===== src/rtl/sum_result_serializer_if.sv =====
// Result handoff from the quad serial adder and the beat stream toward the sink.
// master drives done/result/carry/ready/clear; slave is the serializer side.
interface sum_result_serializer_if #(
    parameter int DATA_W = 64,
    parameter int OUT_W  = 8
);
    logic              done;
    logic [DATA_W-1:0] result;
    logic              carryOut;
    logic              out_ready;
    logic              clr_overrun;
    logic              out_valid;
    logic [OUT_W-1:0]  out_data;
    logic              out_last;
    logic              out_carry;
    logic              busy;
    logic              full;
    logic              overrun;

    modport master (
        output done, result, carryOut, out_ready, clr_overrun,
        input  out_valid, out_data, out_last, out_carry, busy, full, overrun
    );

    modport slave (
        input  done, result, carryOut, out_ready, clr_overrun,
        output out_valid, out_data, out_last, out_carry, busy, full, overrun
    );
endinterface


===== src/rtl/sum_result_serializer.sv =====
// Captures adder sum+carry on a done rising edge and streams it LSB-first as OUT_W beats.
// 1-cycle latency from done edge; holds beats under backpressure, one pending slot, drops beyond.
module sum_result_serializer #(
    parameter int DATA_W = 64,
    parameter int OUT_W  = 8
) (
    input  logic                  clk,
    input  logic                  rst,
    sum_result_serializer_if.slave bus
);
    localparam int BEATS = DATA_W / OUT_W;
    localparam int KW    = (BEATS > 1) ? $clog2(BEATS) : 1;
    localparam logic [KW-1:0] K_LAST = KW'(BEATS - 1);

    typedef enum logic {IDLE, SEND} state_t;

    state_t            state_q, state_d;
    logic [DATA_W-1:0] shift_q, shift_d;
    logic [DATA_W-1:0] pend_q, pend_d;
    logic              carry_q, carry_d;
    logic              pend_carry_q, pend_carry_d;
    logic [KW-1:0]     k_q, k_d;
    logic              full_q, full_d;
    logic              overrun_q, overrun_d;
    logic              done_q;
    logic              cap, hs, last_hs, drop;

    assign cap     = bus.done & ~done_q;
    assign hs      = (state_q == SEND) & bus.out_ready;
    assign last_hs = hs & (k_q == K_LAST);

    always_comb begin
        state_d      = state_q;
        shift_d      = shift_q;
        pend_d       = pend_q;
        carry_d      = carry_q;
        pend_carry_d = pend_carry_q;
        k_d          = k_q;
        full_d       = full_q;
        overrun_d    = overrun_q;
        drop         = 1'b0;

        case (state_q)
            IDLE: begin
                if (cap) begin
                    state_d = SEND;
                    shift_d = bus.result;
                    carry_d = bus.carryOut;
                    k_d     = '0;
                end
            end
            SEND: begin
                if (last_hs) begin
                    // Stream ends: chain straight into the next result with no idle beat.
                    if (full_q) begin
                        shift_d = pend_q;
                        carry_d = pend_carry_q;
                        k_d     = '0;
                        if (cap) begin
                            pend_d       = bus.result;
                            pend_carry_d = bus.carryOut;
                        end else begin
                            full_d = 1'b0;
                        end
                    end else if (cap) begin
                        shift_d = bus.result;
                        carry_d = bus.carryOut;
                        k_d     = '0;
                    end else begin
                        state_d = IDLE;
                    end
                end else begin
                    if (hs) begin
                        shift_d = shift_q >> OUT_W;
                        k_d     = k_q + KW'(1);
                    end
                    if (cap) begin
                        if (!full_q) begin
                            pend_d       = bus.result;
                            pend_carry_d = bus.carryOut;
                            full_d       = 1'b1;
                        end else begin
                            drop = 1'b1;
                        end
                    end
                end
            end
            default: state_d = IDLE;
        endcase

        // A fresh drop outranks a clear landing in the same cycle.
        if (drop) begin
            overrun_d = 1'b1;
        end else if (bus.clr_overrun) begin
            overrun_d = 1'b0;
        end
    end

    always_ff @(posedge clk) begin
        if (rst) begin
            state_q      <= IDLE;
            shift_q      <= '0;
            pend_q       <= '0;
            carry_q      <= 1'b0;
            pend_carry_q <= 1'b0;
            k_q          <= '0;
            full_q       <= 1'b0;
            overrun_q    <= 1'b0;
            done_q       <= 1'b1;
        end else begin
            state_q      <= state_d;
            shift_q      <= shift_d;
            pend_q       <= pend_d;
            carry_q      <= carry_d;
            pend_carry_q <= pend_carry_d;
            k_q          <= k_d;
            full_q       <= full_d;
            overrun_q    <= overrun_d;
            done_q       <= bus.done;
        end
    end

    assign bus.out_valid = (state_q == SEND);
    assign bus.busy      = (state_q == SEND);
    assign bus.out_data  = shift_q[OUT_W-1:0];
    assign bus.out_last  = (state_q == SEND) & (k_q == K_LAST);
    assign bus.out_carry = carry_q;
    assign bus.full      = full_q;
    assign bus.overrun   = overrun_q;
endmodule


===== src/flat_wrapper.sv =====
// flat-port wrapper written by rule: the top's interface ports become plain ports
module sum_result_serializer_flat 
#(
    parameter int DATA_W = 64,
    parameter int OUT_W  = 8
)
  (clk, rst, bus_done, bus_result, bus_carryOut, bus_out_ready, bus_clr_overrun, bus_out_valid, bus_out_data, bus_out_last, bus_out_carry, bus_busy, bus_full, bus_overrun);
  sum_result_serializer_if #(.DATA_W(DATA_W), .OUT_W(OUT_W)) bus_i ();
  input  logic clk;
  input  logic rst;
  input wire logic [$bits(bus_i.done)-1:0] bus_done;
  input wire logic [$bits(bus_i.result)-1:0] bus_result;
  input wire logic [$bits(bus_i.carryOut)-1:0] bus_carryOut;
  input wire logic [$bits(bus_i.out_ready)-1:0] bus_out_ready;
  input wire logic [$bits(bus_i.clr_overrun)-1:0] bus_clr_overrun;
  output wire logic [$bits(bus_i.out_valid)-1:0] bus_out_valid;
  output wire logic [$bits(bus_i.out_data)-1:0] bus_out_data;
  output wire logic [$bits(bus_i.out_last)-1:0] bus_out_last;
  output wire logic [$bits(bus_i.out_carry)-1:0] bus_out_carry;
  output wire logic [$bits(bus_i.busy)-1:0] bus_busy;
  output wire logic [$bits(bus_i.full)-1:0] bus_full;
  output wire logic [$bits(bus_i.overrun)-1:0] bus_overrun;
  assign bus_i.done = bus_done;
  assign bus_i.result = bus_result;
  assign bus_i.carryOut = bus_carryOut;
  assign bus_i.out_ready = bus_out_ready;
  assign bus_i.clr_overrun = bus_clr_overrun;
  assign bus_out_valid = bus_i.out_valid;
  assign bus_out_data = bus_i.out_data;
  assign bus_out_last = bus_i.out_last;
  assign bus_out_carry = bus_i.out_carry;
  assign bus_busy = bus_i.busy;
  assign bus_full = bus_i.full;
  assign bus_overrun = bus_i.overrun;
  sum_result_serializer #(.DATA_W(DATA_W), .OUT_W(OUT_W)) u_core (.clk(clk), .rst(rst), .bus(bus_i));
endmodule

===== config.mk =====
export PLATFORM = sky130hd
export DESIGN_NAME = sum_result_serializer_flat
export DESIGN_NICKNAME = d
export VERILOG_FILES = /design/src/rtl/sum_result_serializer_if.sv /design/src/rtl/sum_result_serializer.sv /design/src/flat_wrapper.sv
export SDC_FILE = /design/constraint.sdc
export NUM_CORES = 1
export LEC_CHECK = 0
export CORE_UTILIZATION = 54
export DETAILED_ROUTE_END_ITERATION = 6
export GPL_TIMING_DRIVEN = 0
export HOLD_SLACK_MARGIN = 0.03
export PLACE_DENSITY = 0.8
export SYNTH_ARGS = -nofsm -noshare
export SYNTH_HDL_FRONTEND = slang
export SYNTH_SLANG_ARGS = --single-unit

===== constraint.sdc =====
create_clock -name clk -period 2 [get_ports clk]
set_input_delay 0.3 -clock clk [delete_from_list [all_inputs] [get_ports clk]]
set_output_delay 0.3 -clock clk [all_outputs]
set_load 0.05 [all_outputs]

==> summary.md <==
| Metric | Value |
|---|---|
| Status | finished, final reports clean |
| Layout area overhead | 29.8% |
| Setup TNS Final | 0 ns |
| Warnings from Yosys | 0 |
| Reg2reg path depth | 9 |
| Tmin final | 1.95 ns |
| Worst rel slew slack | 0.627 |
| Hold Path Class | in2reg |
| CP Data Required Time | 1.70 ns |
| FF-to-FF setup slack | 0.09 ns |
| Vias in the first global route | 5317 |
| Leakage | 0.00278 uW |
| Die height | 105 um |
| Crit path capture type | primary output |
| Pwr Density | 910 nW/um2 |
| Final HPWL DP | 10600 um |
| Period utilisation layout | 0.977 |
| Slew Viols, Final | 0 |
| Most common cell after layout, fill and taps aside | nand2_1 |
| Tot Pwr | 6720 uW |
| Final Hold Viols | 0 |
| Worst Path Arrival | 1.65 ns |
| Clock Sinks | 137 |
| Maximum clock path buffer count | 2 |
| Max FO, Critical Path | 10 |
| TritonCTS buffer count | 17 |
| DR vias/cell | 5.99 |
| VDD IR max | 0.000513 V |
| Kind of critical path | reg2out |
| Average cell area after synthesis | 8.80 um2 |
| RSZ-0062 raised after global routing | true |
| DRC viols | 0 |
| DRT Pass-1 Iters | 6 |
| CTS tree | built |
| Largest net degree at the start of global routing | 17 |
| Antenna Cells | 0 |
| Mapped Cells | 647 |
| Pre-CTS WS | -0.291 ns |
| CTS root buffer | clkbuf_8 |
| Non-Filler Instances | 901 |
| Register area share after synthesis | 0.482 |
| Ys async rst share | 0 |
| Ports | 84 |
| RePlAce Congestion | 0.841 |
| I/O Buffers | 83 |
| Antenna violations before repair | 0 |
| Worst Skew | 0.00602 ns |
| Gr usage total | 0.297 |
| Horiz. Die Dim | 105 um |
| ANT nets after route | 0 |
| Tightest Pin Transition | 0.559 ns |
| Synth Register Bits | 137 |
| Net count after synthesis | 719 |
| Max Fclk | 512 MHz |
| Most used cells in the layout excluding fill and tap cells | 138 x nand2_1, 136 x dfxtp_1, 69 x clkdlybuf4s50_1 |
| Final worst setup slack | 0.0466 ns |
| FP Rows | 37 |
| CTS H-Tree Depth | 4 |
| Hold buffers post-CTS | 0 |
| DRT Wirelength | 15900 um |
| Hold Path Cell Cnt | 3 |
| First-pass GRT wire length | 26000 um |
| Max Cap Viol | 0 |
| Post-synth EDFFs | 0 |
| First DRT Iteration DRCs | 485 |
| Syn Std Cell Area | 5690 um2 |
| Grt total ovfl | 0 |
| Fillers | 766 |
| Worst Setup SP | u_core.k_q[0]$_SDFFE_PP0P_ |
| Die area | 11000 um2 |
| Synth cell types | 37 |
| Clock transition at the registers of the reported paths | 0.06 ns |
| Dpl cells | 866 |
| Beginning of the worst hold path | bus_result[60] |
| Total number of vias | 5395 |
| Crit start category | flip-flop |
| Primary FF master, synth | dfxtp_1 |
| Core area | 10300 um2 |
| R2r startpoint | u_core.k_q[0]$_SDFFE_PP0P_ |
| Initial Utilization | 0.554 |
| Nets@finish | 824 |
| Worst skew pair latency | 0.52 ns |
| WL/cell | 17.6 um |
| Share of cells above drive strength 1 | 0.193 |
| # setup viols final | 0 |
-- synthesized netlist by cell type, types with 2 or more instances --
cell type  count  area share
nand2_1      138       0.091
buf_6         13       0.026
buf_2         27       0.024
a22oi_1        8       0.011
o22ai_1       58       0.064
dfxtp_1      137        0.48
ha_1           2      0.0044
o21ai_0       18       0.016
o221a_2       46       0.091
nor2_1        57       0.038
nand2b_1       6      0.0066
o221a_1       10       0.020
clkbuf_1      11      0.0073
nand2_2        2      0.0022
a21oi_1       69       0.061
nor3b_1        8       0.011
buf_1          6      0.0040
nand4_1        2      0.0022
buf_4         11       0.015
-- per-layer routing --
layer	routed length [um]	share of wire	global-route usage
met1	6650	0.42	0.375
met2	7790	0.49	0.493
met3	1010	0.064	0.0505
met4	409	0.026	0.140
met5	0	0	0
-- cells by family after synthesis --
family / synth area share
AO/OA/AOI/OAI: 0.275
buffers and inverters: 0.0758
flip-flops: 0.482
adder cells (fa/ha/maj): 0.00439
AND/OR/NAND/NOR: 0.163
-- state kept, by name, summed over array words and instances (netlist names) --
name,count
u_core.done_q,1
u_core.bus.full,1
u_core.shift_q,64
u_core.bus.busy,1
u_core.k_q,3
u_core.pend_carry_q,1
u_core.bus.overrun,1
u_core.pend_q,64
u_core.bus.out_carry,1
-- stage by stage --
step           hold slack [ns]   util  cell area [um2]
2_1_floorplan            0.404      -             5690
3_3_place_gp             0.441  0.651             6690
3_5_place_dp             0.447  0.651             6690
4_1_cts                  0.343  0.711             7310
5_1_grt                  0.371  0.719             7390
6_report                 0.354  0.719             7390
-- layout make-up --
type	instances	area, um2	share of cell area
buffer	68	505	0.0684
inverter	1	3.75	0.000508
clock buffer	17	414	0.0561
sequential	137	2740	0.371
multi-input combinational	441	2530	0.343
tap	136	170	0.0230
clock inverter	15	165	0.0224
timing repair buffer	86	850	0.115
-- timing repair --
action	in CTS	in global routing
endpoints found under the setup margin	112	107
buffers inserted	2	1
gates resized for setup	27	32
pin swaps	2	0
cloned	0	0
-- final timing paths --
kind                                     to
max                            bus_out_last
min          u_core.pend_q[60]$_SDFFE_PP0P_
max reg2reg  u_core.pend_q[38]$_SDFFE_PP0P_
min reg2reg      u_core.k_q[0]$_SDFFE_PP0P_
-- power by group --
group          internal [uW]  leakage [uW]  switching, uW
Sequential              2850       0.00112           83.6
Combinational            362       0.00138            349
Clock                   1800      0.000278           1280
-- worst max-delay path: stages (launching register included) --
cell and delay, ns:
dfxtp_2 0.33, ha_1 0.20, ha_2 0.17, buf_6 0.13
and2_4 0.16, buf_6 0.14
Note: power is estimated with default switching activity, not from simulation.
